`src/rtl/cipher_round_ctrl.sv`:
```
// Multi-round sequencer around an external single-round cipher datapath: iterates one
// plaintext word NUM_ROUNDS times with per-round keys, whitens with a final key.
module cipher_round_ctrl #(
    parameter int unsigned NUM_ROUNDS = 2,
    parameter int unsigned KEY_IDX_W  = 4
) (
    input  logic                 clk,
    input  logic                 rst,
    input  logic                 in_valid,
    output logic                 in_ready,
    input  logic [15:0]          in_message,
    output logic                 out_valid,
    input  logic                 out_ready,
    output logic [15:0]          out_message,
    output logic                 busy,
    output logic [KEY_IDX_W-1:0] key_idx,
    input  logic [15:0]          round_key,
    output logic [15:0]          rnd_in,
    output logic [15:0]          rnd_key,
    input  logic [15:0]          rnd_out
);

    localparam logic [1:0] IDLE  = 2'd0;
    localparam logic [1:0] ROUND = 2'd1;
    localparam logic [1:0] FINAL = 2'd2;
    localparam logic [1:0] DONE  = 2'd3;

    localparam logic [KEY_IDX_W-1:0] LAST_RND  = KEY_IDX_W'(NUM_ROUNDS - 1);
    localparam logic [KEY_IDX_W-1:0] FINAL_IDX = KEY_IDX_W'(NUM_ROUNDS);

    logic [1:0]           fsm_q, fsm_d;
    logic [KEY_IDX_W-1:0] round_cnt_q, round_cnt_d;
    logic [15:0]          state_reg_q, state_reg_d;
    logic [15:0]          out_message_q, out_message_d;
    logic                 out_valid_q, out_valid_d;

    always_comb begin
        fsm_d         = fsm_q;
        round_cnt_d   = round_cnt_q;
        state_reg_d   = state_reg_q;
        out_message_d = out_message_q;
        out_valid_d   = out_valid_q;
        unique case (fsm_q)
            IDLE: begin
                if (in_valid) begin
                    state_reg_d = in_message;
                    round_cnt_d = '0;
                    fsm_d       = ROUND;
                end
            end
            ROUND: begin
                state_reg_d = rnd_out;
                round_cnt_d = round_cnt_q + KEY_IDX_W'(1);
                if (round_cnt_q == LAST_RND) begin
                    fsm_d = FINAL;
                end
            end
            FINAL: begin
                // Final whitening uses key NUM_ROUNDS, selected by key_idx in this state.
                out_message_d = state_reg_q ^ round_key;
                out_valid_d   = 1'b1;
                fsm_d         = DONE;
            end
            DONE: begin
                if (out_ready) begin
                    out_valid_d = 1'b0;
                    fsm_d       = IDLE;
                end
            end
        endcase
    end

    always_ff @(posedge clk) begin
        if (rst) begin
            fsm_q         <= IDLE;
            round_cnt_q   <= '0;
            state_reg_q   <= '0;
            out_message_q <= '0;
            out_valid_q   <= 1'b0;
        end else begin
            fsm_q         <= fsm_d;
            round_cnt_q   <= round_cnt_d;
            state_reg_q   <= state_reg_d;
            out_message_q <= out_message_d;
            out_valid_q   <= out_valid_d;
        end
    end

    always_comb begin
        key_idx = '0;
        unique case (fsm_q)
            ROUND:   key_idx = round_cnt_q;
            FINAL:   key_idx = FINAL_IDX;
            default: key_idx = '0;
        endcase
    end

    assign in_ready    = (fsm_q == IDLE) && !rst;
    assign busy        = (fsm_q != IDLE);
    assign out_valid   = out_valid_q;
    assign out_message = out_message_q;
    assign rnd_in      = state_reg_q;
    assign rnd_key     = round_key;

endmodule

```
`config.mk`:
```
export PLATFORM = sky130hd
export DESIGN_NAME = cipher_round_ctrl
export DESIGN_NICKNAME = d
export VERILOG_FILES = /design/src/rtl/cipher_round_ctrl.sv
export SDC_FILE = /design/constraint.sdc
export NUM_CORES = 1
export LEC_CHECK = 0
export BUFFER_PORTS_ARGS = -buffer_cell sky130_fd_sc_hd__buf_2
export CORE_ASPECT_RATIO = 2
export CORE_MARGIN = 10
export CORE_UTILIZATION = 40
export DETAILED_ROUTE_END_ITERATION = 10
export GPL_TIMING_DRIVEN = 0
export PLACE_DENSITY = 0.76
export SLEW_MARGIN = 20
export SYNTH_ARGS = -nofsm -noshare
export SYNTH_HDL_FRONTEND = slang
export SYNTH_SLANG_ARGS = --single-unit
```
`constraint.sdc`:
```
create_clock -name clk -period 1.6 [get_ports clk]
set_input_delay 0.24 -clock clk [delete_from_list [all_inputs] [get_ports clk]]
set_output_delay 0.24 -clock clk [all_outputs]
set_load 0.02 [all_outputs]
```
== Yosys cells after proc, flatten, opt, wreduce, memory -nomap -nowiden ==
Index checks and enable logic that the tools add are counted.

* Register bits after elaboration: 39
* Input bits: 52

* $add $sub $neg: 1
* Eq/ne operators: 7
* Muxes and demuxes: 11
* Bitwise gates (word level): 1
* Reductions and logical operators: 9

{| class="wikitable"
|+ Operator list
! kind !! number
|-
| $pmux W16 S2 || 1
|-
| $mux W16 || 1
|-
| $pmux W4 S2 || 2
|-
| $xor A16 B16 Y16 || 1
|-
| $pmux W2 S4 || 1
|-
| $mux W2 || 3
|-
| $ne A2 B2 Y1 const B || 3
|-
| $reduce_bool A2 Y1 || 3
|-
| $add A4 B1 Y4 const B || 1
|-
| $eq A2 B2 Y1 const B || 2
|-
| $eq A4 B1 Y1 const B || 1
|-
| $mux W4 || 1
|-
| $reduce_and A2 Y1 || 2
|-
| $reduce_and A3 Y1 || 1
|-
| $eq A2 B1 Y1 const B || 1
|-
| $logic_not A2 Y1 || 1
|-
| $pmux W1 S2 || 1
|-
| $logic_and A1 B1 Y1 || 1
|-
| $logic_not A1 Y1 || 1
|-
| $mux W1 || 1
|}

== Depth between registers and ports, before layout ==
Gate-level depths: netlist of the first run.

* Depth in word-level cells: 3
* Gate-level depth with buffers: 8

== Worst setup path after synthesis of the first run ==
No wires, ideal clock.

* Path kind: register to output
* Start point: register fsm_q[1]
* End point: output key_idx[1]
* Arrival time: 1361 ps
* Required time: 1360 ps
* Slack: -1 ps
* Cell stages (with the launch flop): 7
* Buffers on the path: 2
* Path through: dfxtp_1 inv_1 ha_1 buf_4 clkbuf_1 a21oi_1 nor2b_1

* Longest elaborated chain between the ends: 2
* Elaborated cells on any way between the ends: 3
* Classes of those cells: eq/ne (2); mux (1)

{| class="wikitable"
|+ RTL lines
! item !! line !! RTL
|-
| start, declared || 31 || <nowiki>logic [1:0] fsm_q, fsm_d;</nowiki>
|-
| start signal, assigned || 81 || <nowiki>fsm_q <= fsm_d;</nowiki>
|-
| $eq A2 B2 Y1 / $eq A2 B1 Y1 (equally long branches) || 91 || <nowiki>unique case (fsm_q)</nowiki>
|-
| $pmux W4 S2 * || 91 ||
|-
| end, declared || 16 || <nowiki>output logic [KEY_IDX_W-1:0] key_idx,</nowiki>
|}

Every way passes the cells marked *; elsewhere a longest branch is shown, timed or not.

== Worst setup path in the final report of the first run ==
Same ends and word-level chain as after synthesis.

==> summary.md, run 1 <==
| Metric | Value |
|---|---|
| Dominant cells by area after synthesis | sky130_fd_sc_hd__dfxtp_1, sky130_fd_sc_hd__a211oi_1, sky130_fd_sc_hd__mux2i_1 |
| Clock latency at the later pin of the worst-skew pair | 0.28 ns |
| Count leader, synth | sky130_fd_sc_hd__nor2_1 |
| Minimum setup slack among reg-to-reg paths | 0.04 ns |
| Worst path max stage delay | 0.37 ns |
| DIE WIDTH | 69.46 microns |
| Kind of capture point of the worst setup path | primary output |
| Number of enable flip-flop cells after synthesis | 0 |
| Vias in the first global route | 2000 |
| Syn Inst Count | 214 |
| Number of H-tree levels | 2 |
| Count of endpoints failing setup in the final report | 0 |
| Critical Path Start Type | register |
| Overall die area | 8260 sq um |
| Warnings, synthesis | 0 |
| Synth unique cells | 26 |
| Critical path cell sequence | inv_4 > ha_4 > clkbuf_16 > a21oi_4 > nor2b_2 > buf_6 |
| Remaining antenna violation count | 0 |
| Minimum clock period after layout | 1.575 ns |
| Top fanout value on the critical path | 7 |
| Total routed wirelength | 6226 microns |
| Number of max-slew violations in the final report | 0 |
| Area of the core | 4820 sq um |
| Total gr overflow | 0 |
| Clock sink total | 39 |
| Source of the worst register-to-register timing path | fsm_q[0] |
| Non-filler cells, final | 394 |
| Final RePlAce weighted congestion | 0.7567 |
| Dominant delay contributor by cell family on the critical path | flip-flops |
| Initial DRT Pass Iterations | 4 |
| Area growth syn-to-layout | 48.66% |
| Synth Register Bits | 39 |
| Hold Crit Class | in2reg |
| I/O Buffers | 105 |
| CTS tree | built |
| Status | finished, final reports clean |
| DP HPWL | 4939 microns |
| WL/cell | 15.80 microns |
| Placed Cells | 376 |
| Number of vias per cell | 4.848 |
| Count of unresolved DRC violations after routing | 0 |
| Count of fill cells added during filler insertion | 424 |
| Endpoint arrival time on the critical path | 1.34 ns |
| CTS root buf | sky130_fd_sc_hd__clkbuf_8 |
| Hold buffer count at cts | 0 |
| Number of I/O pins | 107 |
| Total number of vias | 1910 |
| Yosys top cell by area | sky130_fd_sc_hd__dfxtp_1 |
| Final Hold Slack | 0.2662 ns |
| Actual transition at the worst max-transition pin | 0.5229 ns |
| Number of antenna violations at the first check in global routing | 0 |
| Setup repair after global routing missed its margin | true |
| Initial Utilization | 0.4060 |
| Sequential area share after synthesis | 0.3990 |
| WP buf/inv | 3 |
| Highest achievable clock rate | 634.9 MHz |
| Pin count of the biggest net entering global routing | 12 |
| Max rail drop VDD | 0.001518 V |
| Mapped Nets | 272 |
| List of most frequent post-synthesis cells | sky130_fd_sc_hd__nor2_1, sky130_fd_sc_hd__dfxtp_1, sky130_fd_sc_hd__a211oi_1 |
| Final setup margin | 0.02495 ns |
| Post-synthesis async set-or-reset flop share | 0 |
| CTS Buffer Depth | 2 |
| P per Cell Area | 2069 nW/um^2 |
| Worst Setup Slack post-DPL | -0.3209 ns |
| Final critical-path share of the clock period | 0.9844 |
| Share of post-route cells with drive strength above 1 | 0.5134 |
| Critical Path RT | 1.36 ns |
| Multi-input combinational cell area | 1070 sq um |
| Crit path launch | fsm_q[1] |
| Post-synthesis instance area | 1957 sq um |
| Hold Fails Final Rpt | 0 |
| Static Leakage | 0.001345 uW |
| Post-layout net count | 396 |
| Worst slew margin | 0.6514 |
| Most common flop cell mapped by yosys | sky130_fd_sc_hd__dfxtp_1 |
| Area fraction of the dominant cell type after synthesis | 0.3990 |
| Post-CTS clock slew at the launch and capture registers of the worst setup and hold paths | 0.07 ns |
| Die height | 118.9 microns |
| Max stage delay cell, worst path | sky130_fd_sc_hd__dfxtp_4 |
| 1st-iter DRT viols | 73 |
| Cts bufs inserted | 5 |
| Count of max-cap constraint violations | 0 |
| GRT Total Usage | 0.1404 |
| Std-Cell Rows | 36 |
| Origin of the worst min-delay path | round_key[6] |
| Critical path start-end classification | reg2out |
| Area taken by flip-flops and latches | 795.8 sq um |
| Worst setup skew after layout | 0.002538 ns |
| Global-route wire length before repair | 9439 microns |
| Post-Syn Area per Cell | 9.144 sq um |
| ANT cells | 0 |
## final timing paths
| path | endpoint | cells after the start |
|---|---|---|
| max | key_idx[1] | 6 |
| min | out_message[6] | 3 |
| max reg2reg | rnd_in[12] | 7 |
| min reg2reg | out_message[9] | 2 |
## through the flow
stage               TNS [ns]  power, uW  cell area (sq um)  utilization
finish                     0       6019               2909       0.6036
global route         -0.1974       6423               2909       0.6036
CTS                 -0.08266       5841               2846       0.5906
detailed placement    -5.438       4731               2556       0.5304
global placement      -4.276       4673               2556       0.5304
floorplan                  0       3796               1959            -
## sequential cells by signal, summed over array words and instances (netlist names)
signal,count
out_message,16
rnd_in,16
fsm_q,2
round_cnt_q,4
out_valid,1
## where the power goes
part           total [uW]  internal (uW)  switching (uW)
registers            1730           1410             314
logic                3680           1640            2040
clock network         608            291             317
## cell type report
type	count	area share
clock buffers	6	0.02495
well taps	57	0.02452
flip-flops and latches	39	0.2735
repair buffers	120	0.2305
multi-input cells	140	0.3677
plain buffers	27	0.07011
inverters	5	0.008602
## per-layer routing
| layer | vias to the layer above | global-route usage | wire length (microns) |
|---|---|---|---|
| met5 | - | 0 | 0 |
| met4 | 0 | 0.09494 | 283 |
| met3 | 18 | 0.03741 | 366 |
| met2 | 72 | 0.2736 | 3522 |
| met1 | 858 | 0.1166 | 2054 |
| li1 | 962 | - | - |
## logic make-up (layout without fill, tap and decap cells)
kind of cell	count (synthesis)	in the layout	synth area share
compound gates	42	42	0.1630
xor+xnor	16	16	0.07161
fa+ha+maj	6	6	0.03836
buf+inv	35	158	0.1023
flops	39	39	0.3990
mux	17	17	0.08695
simple gates	59	59	0.1387
## worst reg2reg max path, stage by stage, from the launching register on
cell and delay [ns]:
sky130_fd_sc_hd__dfxtp_4 0.39, sky130_fd_sc_hd__inv_4 0.06, sky130_fd_sc_hd__ha_4 0.16, sky130_fd_sc_hd__and2b_2 0.25
sky130_fd_sc_hd__nor2_4 0.22, sky130_fd_sc_hd__buf_6 0.16, sky130_fd_sc_hd__nor2_1 0.04, sky130_fd_sc_hd__a211oi_1 0.20
## timing repair
item / in CTS / in global routing
resized for setup: 43 / 15
gates cloned: 1 / 0
setup endpoints to repair: 38 / 37
pin swaps: 4 / 10
buffers inserted: 11 / 3
## layout by cell type, fill, tap and decap left out, types with 2 or more instances in the layout
cell type                  count
sky130_fd_sc_hd__nand2_1       3
sky130_fd_sc_hd__a21oi_1       5
sky130_fd_sc_hd__clkbuf_1      6
sky130_fd_sc_hd__nor3b_1       3
sky130_fd_sc_hd__buf_6         8
sky130_fd_sc_hd__a211oi_1     30
sky130_fd_sc_hd__nor2b_1       2
sky130_fd_sc_hd__clkbuf_2      2
sky130_fd_sc_hd__o21ai_0       2
sky130_fd_sc_hd__clkbuf_8      5
sky130_fd_sc_hd__ha_1          2
sky130_fd_sc_hd__nor2_4        2
sky130_fd_sc_hd__and2_4        3
sky130_fd_sc_hd__buf_4        30
sky130_fd_sc_hd__dfxtp_4       4
sky130_fd_sc_hd__a211oi_2      3
sky130_fd_sc_hd__xnor2_1      16
sky130_fd_sc_hd__nor2_1       39
sky130_fd_sc_hd__ha_4          4
sky130_fd_sc_hd__buf_2       101
sky130_fd_sc_hd__inv_4         2
sky130_fd_sc_hd__dfxtp_1      35
sky130_fd_sc_hd__mux2i_1      17
(Power assumes the default switching activity.)
==> run 2: changes to the inputs <==
--- a/config.mk
+++ b/config.mk
@@ -8,11 +8,12 @@
 export BUFFER_PORTS_ARGS = -buffer_cell sky130_fd_sc_hd__buf_2
 export CORE_ASPECT_RATIO = 2
 export CORE_MARGIN = 10
-export CORE_UTILIZATION = 40
+export CORE_UTILIZATION = 48
 export DETAILED_ROUTE_END_ITERATION = 10
 export GPL_TIMING_DRIVEN = 0
-export PLACE_DENSITY = 0.76
+export PLACE_DENSITY = 0.85
 export SLEW_MARGIN = 20
 export SYNTH_ARGS = -nofsm -noshare
 export SYNTH_HDL_FRONTEND = slang
 export SYNTH_SLANG_ARGS = --single-unit
+export TNS_END_PERCENT = 5
==> constraint.sdc (replaced) <==
create_clock -name clk -period 2 [get_ports clk]
set_input_delay 0.3 -clock clk [delete_from_list [all_inputs] [get_ports clk]]
set_output_delay 0.3 -clock clk [all_outputs]
set_load 0.02 [all_outputs]
==> summary.md, run 2 (synthesized netlist as in run 1, its figures left out) <==
| Metric | Value |
|---|---|
| Total gr overflow | 0 (unchanged) |
| Critical register-to-register path endpoint | rnd_in[12] |
| Final RePlAce weighted congestion | 0.7626 (+0.78%) |
| Critical path start-end classification | reg2reg |
| Clock latency at the later pin of the worst-skew pair | 0.29 ns (about the same) |
| Count of endpoints failing setup in the final report | 0 (unchanged) |
| Worst setup skew after layout | 0.006525 ns (+0.003987 ns) |
| ANT cells | 0 (unchanged) |
| Setup repair after global routing missed its margin | false |
| Critical Path RT | 2.15 ns (+0.79 ns) |
| Kind of capture point of the worst setup path | register |
| Buffers inserted by post-CTS timing repair | 0 (-11) |
| Hold buffer count at cts | 0 (unchanged) |
| Number of vias per cell | 4.960 (+2.3%) |
| CTS Buffer Depth | 2 (unchanged) |
| Std-Cell Rows | 32 (-11%) |
| Vias in the first global route | 1957 (-2.2%) |
| Share of post-route cells with drive strength above 1 | 0.4233 (-0.09004) |
| Initial Utilization | 0.5039 (+0.09784) |
| Status | finished, final reports clean |
| Total met3 wirelength after detailed routing | 480 microns (+31%) |
| Minimum setup slack among reg-to-reg paths | 0.11 ns (+0.07 ns) |
| Cts bufs inserted | 5 (unchanged) |
| Detailed-route wire length on metal 1 | 1880 microns (-8.5%) |
| I/O Buffers | 105 (unchanged) |
| Source of the worst register-to-register timing path | fsm_q[0] |
| Post-CTS sizing | 0 (-100%) |
| Clock sink total | 39 (unchanged) |
| DP HPWL | 4978 microns (+0.80%) |
| DIE WIDTH | 65.15 microns (-6.2%) |
| Register-to-Register Path Depth | 6 (-1) |
| Post-layout net count | 383 (-3.3%) |
| Multi-input combinational cell area | 975.9 sq um (-8.8%) |
| Number of max-slew violations in the final report | 0 (unchanged) |
| Design Power | 4232 uW (-30%) |
| Sum of negative setup slack | 0 ns (unchanged) |
| Met2 routed WL | 3109 microns (-12%) |
| Most used cells in the layout excluding fill and tap cells | sky130_fd_sc_hd__buf_2, sky130_fd_sc_hd__nor2_1, sky130_fd_sc_hd__dfxtp_1 |
| 1st-iter DRT viols | 45 (-38%) |
| Actual transition at the worst max-transition pin | 0.5421 ns (+0.01921 ns) |
| Max rail drop VDD | 0.001114 V (-27%) |
| Worst slew margin | 0.6386 (-0.01280) |
| Top fanout value on the critical path | 10 (+3) |
| Area of the core | 3884 sq um (-19%) |
| Area taken by flip-flops and latches | 780.7 sq um (-1.9%) |
| Overall die area | 7186 sq um (-13%) |
| Endpoint arrival time on the critical path | 2.04 ns (+0.70 ns) |
| Total number of vias | 1870 (-2.1%) |
| CTS tree | built |
| Minimum clock period after layout | 1.888 ns |
| Count of max-cap constraint violations | 0 (unchanged) |
| Count of unresolved DRC violations after routing | 0 (unchanged) |
| Number of antenna violations at the first check in global routing | 0 (unchanged) |
| Remaining antenna violation count | 0 (unchanged) |
| Commonest non-fill, non-tap cell in the layout | sky130_fd_sc_hd__buf_2 |
| Pin count of the biggest net entering global routing | 18 (+6) |
| Critical Path Start Type | register |
| Area growth syn-to-layout | 34.21% |
| Post-CTS clock slew at the launch and capture registers of the worst setup and hold paths | 0.07 ns (about the same) |
| CTS root buf | sky130_fd_sc_hd__clkbuf_8 |
| Final critical-path share of the clock period | 0.9439 |
| WL/cell | 15.16 microns (-4.0%) |
| Number of I/O pins | 107 (unchanged) |
| Endpoint of the worst hold path | out_message[2] |
| GRT Total Usage | 0.1573 (+0.01689) |
| Static Leakage | 0.001239 uW (-7.9%) |
| Hold Fails Final Rpt | 0 (unchanged) |
| Number of H-tree levels | 2 (unchanged) |
| Highest achievable clock rate | 529.7 MHz |
| Worst hold stages | 3 (unchanged) |
| P per Cell Area | 1612 nW/um^2 (-22%) |
| Die height | 110.3 microns (-7.2%) |
| Total routed wirelength | 5717 microns (-8.2%) |
| Global-route wire length before repair | 9004 microns (-4.6%) |
| Highest signal layer in the routed design | met4 |
| Hold Crit Class | in2reg |
| Initial DRT Pass Iterations | 4 (unchanged) |
| Count of fill cells added during filler insertion | 340 (-20%) |
| Origin of the worst min-delay path | round_key[2] |
-- run 2: worst max-delay path, cell delays in order (launching register included) --
cell	delay [ns]
sky130_fd_sc_hd__dfxtp_1	0.38
sky130_fd_sc_hd__inv_1	0.08
sky130_fd_sc_hd__ha_1	0.25
sky130_fd_sc_hd__and2b_1	0.28
sky130_fd_sc_hd__nor2_2	0.24
sky130_fd_sc_hd__clkbuf_1	0.39
sky130_fd_sc_hd__a211oi_1	0.14
-- run 2: layer usage --
layer,vias up,global-route usage
met5,-,0
met4,0,0.1015
met3,21,0.05966
met2,76,0.2932
met1,833,0.1348
li1,940,-
-- run 2: power breakdown --
part / switching [uW] / internal [uW]
combinational: 1440 / 922
sequential: 247 / 1110
clock: 263 / 245
-- run 2: stage by stage --
stage               setup slack [ns]  area (sq um)  hold slack [ns]  std cells  utilization
floorplan                     0.3388          1957           0.4668        214            -
global placement              0.1307          2546           0.4620        370       0.6556
detailed placement           0.05205          2546           0.4765        370       0.6556
CTS                           0.1090          2624           0.3160        377       0.6756
global route                0.004484          2626           0.3309        377       0.6762
finish                        0.1122          2626           0.3152        377       0.6762
-- run 2: cell type report --
| class | count | area share |
|---|---|---|
| Sequential cell | 39 | 0.2973 |
| Multi-Input combinational cell | 140 | 0.3716 |
| Tap cell | 51 | 0.02430 |
| Buffer | 29 | 0.06813 |
| Inverter | 5 | 0.007623 |
| Clock inverter | 1 | 0.001906 |
| Clock buffer | 7 | 0.02906 |
| Timing Repair Buffer | 105 | 0.2001 |
-- run 2: how the worst max path moves through the flow --
| stage | start | end | depth (start not counted) | slack, ns |
|---|---|---|---|---|
| floorplan | fsm_q[1] | key_idx[1] | 6 | 0.34 |
| global placement | fsm_q[1] | key_idx[1] | 7 | 0.13 |
| detailed placement | fsm_q[1] | key_idx[1] | 7 | 0.05 |
| CTS | fsm_q[1] | key_idx[1] | 6 | 0.11 |
| global route | fsm_q[0] | rnd_in[14] | 6 | 0.004 |
| finish | fsm_q[0] | rnd_in[12] | 6 | 0.11 |
==> run 3: changes to the inputs <==
--- a/config.mk
+++ b/config.mk
@@ -6,12 +6,13 @@
 export NUM_CORES = 1
 export LEC_CHECK = 0
 export BUFFER_PORTS_ARGS = -buffer_cell sky130_fd_sc_hd__buf_2
+export CAP_MARGIN = 20
 export CORE_ASPECT_RATIO = 2
 export CORE_MARGIN = 10
 export CORE_UTILIZATION = 48
 export DETAILED_ROUTE_END_ITERATION = 10
 export GPL_TIMING_DRIVEN = 0
-export PLACE_DENSITY = 0.85
+export PLACE_DENSITY = 0.83
 export SLEW_MARGIN = 20
 export SYNTH_ARGS = -nofsm -noshare
 export SYNTH_HDL_FRONTEND = slang
==> summary.md, run 3 (synthesized netlist as in run 1, its figures left out) <==
| Metric | Value |
|---|---|
| Count of max-cap constraint violations | 0 (unchanged) |
| Number of max-slew violations in the final report | 0 (unchanged) |
| Global routing met3 resource utilization | 0.05561 (-0.004044) |
| Commonest non-fill, non-tap cell in the layout | sky130_fd_sc_hd__buf_2 |
| Post-layout net count | 383 (unchanged) |
| Pin count of the biggest net entering global routing | 18 (unchanged) |
| Minimum clock period after layout | 1.849 ns (-0.03834 ns) |
| Non-filler cells, final | 377 (unchanged) |
| DIE WIDTH | 65.15 microns (unchanged) |
| CTS root buf | sky130_fd_sc_hd__clkbuf_8 |
| Most used cells in the layout excluding fill and tap cells | sky130_fd_sc_hd__buf_2, sky130_fd_sc_hd__nor2_1, sky130_fd_sc_hd__dfxtp_1 |
| Final critical-path share of the clock period | 0.9247 (-0.01917) |
| Number of H-tree levels | 2 (unchanged) |
| Placed Cells | 370 (unchanged) |
| Total number of vias | 1879 (+0.48%) |
| 1st-iter DRT viols | 35 (-22%) |
| Highest achievable clock rate | 540.7 MHz (+2.1%) |
| ANT cells | 0 (unchanged) |
| Worst path max stage delay | 0.38 ns (about the same) |
| Combinational Power Share | 0.539 (-0.019) |
| Hold buffer count at cts | 0 (unchanged) |
| CTS Buffer Depth | 2 (unchanged) |
| Critical path cell sequence | inv_1 > ha_1 > buf_4 > a21oi_1 > nor2b_1 > buf_2 |
| Overall die area | 7186 sq um (unchanged) |
| Switching component of the power | 1993 uW (+2.1%) |
| Die height | 110.3 microns (unchanged) |
| Total gr overflow | 0 (unchanged) |
| GRT met2 Usage | 0.2996 (+0.006374) |
| Final core area utilization | 0.6872 (+0.01095) |
| Critical path start-end classification | reg2out |
| Switching share of total power | 0.4485 (-0.01247) |
| Remaining antenna violation count | 0 (unchanged) |
| Design Power | 4443 uW (+5.0%) |
| Worst slew margin | 0.6583 (+0.01975) |
| Critical Path Start Type | register |
| Number of antenna violations at the first check in global routing | 0 (unchanged) |
| Clock sink total | 39 (unchanged) |
| Count of unresolved DRC violations after routing | 0 (unchanged) |
| Initial Utilization | 0.5039 (unchanged) |
| Initial DRT Pass Iterations | 5 (+1) |
| Count of fill cells added during filler insertion | 335 (-1.5%) |
| Busiest layer in global routing | met2 |
| Post-CTS clock slew at the launch and capture registers of the worst setup and hold paths | 0.08 ns (about the same) |
| Critical Path RT | 1.70 ns (-0.45 ns) |
| Met1 capacity usage during global routing | 0.1355 (+0.0006743) |
| Clock latency at the later pin of the worst-skew pair | 0.29 ns (about the same) |
| Number of vias per cell | 4.984 (+0.48%) |
| Clock Power Share | 0.154 (+0.034) |
| Sequential Power Share | 0.308 (-0.014) |
| Endpoint arrival time on the critical path | 1.55 ns (-0.49 ns) |
| Count of endpoints failing setup in the final report | 0 (unchanged) |
| Actual transition at the worst max-transition pin | 0.5125 ns (-0.02962 ns) |
| CTS tree | built |
| Std-Cell Rows | 32 (unchanged) |
| Worst setup skew after layout | 0.005089 ns (-0.001437 ns) |
| Internal Pwr Total | 2451 uW (+7.4%) |
| Share of post-route cells with drive strength above 1 | 0.4325 (+0.009202) |
| Top fanout value on the critical path | 17 (+7) |
| Status | finished, final reports clean |
| WP buf/inv | 3 (+1) |
| Area of the core | 3884 sq um (unchanged) |
| I/O Buffers | 105 (unchanged) |
| Vias in the first global route | 1986 (+1.5%) |
| GRT Total Usage | 0.1565 (-0.0007891) |
| WL/cell | 15.26 microns (+0.65%) |
| Setup repair after global routing missed its margin | false |
| Buffers inserted by post-CTS timing repair | 0 (unchanged) |
| Global-route wire length before repair | 8935 microns (-0.77%) |
| Total routed wirelength | 5754 microns (+0.65%) |
| Area growth syn-to-layout | 36.38% |
| Static Leakage | 0.001263 uW (+1.9%) |
| Max rail drop VDD | 0.001191 V (+6.9%) |
| Dominant delay contributor by cell family on the critical path | buffers and inverters |
| Number of I/O pins | 107 (unchanged) |
| DP HPWL | 4886 microns (-1.8%) |
| Sum of negative setup slack | 0 ns (unchanged) |
| Final RePlAce weighted congestion | 0.7703 (+1.0%) |
| Max stage delay cell, worst path | sky130_fd_sc_hd__dfxtp_1 |
| Cts bufs inserted | 5 (unchanged) |
| Hold Crit Class | in2reg |
| Kind of capture point of the worst setup path | primary output |
| Hold Fails Final Rpt | 0 (unchanged) |
| P per Cell Area | 1665 nW/um^2 (+3.3%) |
[run 3: repair_timing]
| item | 4_1_cts | 5_1_grt |
|---|---|---|
| endpoints found under the hold margin | 0 | 0 |
| setup endpoints to repair | 4 | 14 |
| gates resized for setup | 0 | 4 |
[run 3: layer usage]
| layer | share of wire | wire length [microns] |
|---|---|---|
| met4 | 0.033 | 192 |
| met1 | 0.34 | 1940 |
| met5 | 0 | 0 |
| met2 | 0.55 | 3148 |
| met3 | 0.082 | 472 |
[run 3: cell type report]
cell class | count | area, sq um | share of cell area
Buffer | 29 | 180.2 | 0.06751
Clock buffer | 6 | 82.58 | 0.03094
Clock inverter | 2 | 35.03 | 0.01313
Inverter | 5 | 20.02 | 0.007501
Multi-Input combinational cell | 140 | 980.9 | 0.3676
Sequential cell | 39 | 780.7 | 0.2925
Tap cell | 51 | 63.81 | 0.02391
Timing Repair Buffer | 105 | 525.5 | 0.1969
[run 3: metrics by stage]
step                      area [sq um]  worst slack [ns]  hold WS (ns)
after floorplan                   1957            0.3388        0.4668
after global placement            2546            0.1317        0.4640
after detailed placement          2546           0.08577        0.4770
after CTS                         2660           0.07699        0.3050
after global routing              2669           0.04215        0.3148
final                             2669            0.1506        0.3113
[run 3: worst reg2reg max path, delay by kind of cell (launching register included)]
family                   cells  cell delay (ns)
flip-flops                   1             0.39
AO/OA/AOI/OAI                1             0.21
buffers and inverters        2             0.33
AND/OR/NAND/NOR              3             0.55
adder cells (fa/ha/maj)      1             0.25
[run 3: power groups by stage]
stage,Sequential [uW],Clock [uW],Combinational [uW]
floorplan,1730,0,1300
CTS,1360,693,2400
global route,1410,719,2620
finish,1370,683,2390
global placement,1370,0,2350
detailed placement,1380,0,2410
[run 3: path summary, 6_finish.rpt]
path / start / end / slack (ns) / cells past startpoint
min: round_key[15] / out_message[15] / 0.31 / 3
max reg2reg: fsm_q[0] / rnd_in[13] / 0.18 / 7
min reg2reg: out_message[1] / out_message[1] / 0.48 / 2
max: fsm_q[1] / key_idx[1] / 0.15 / 6
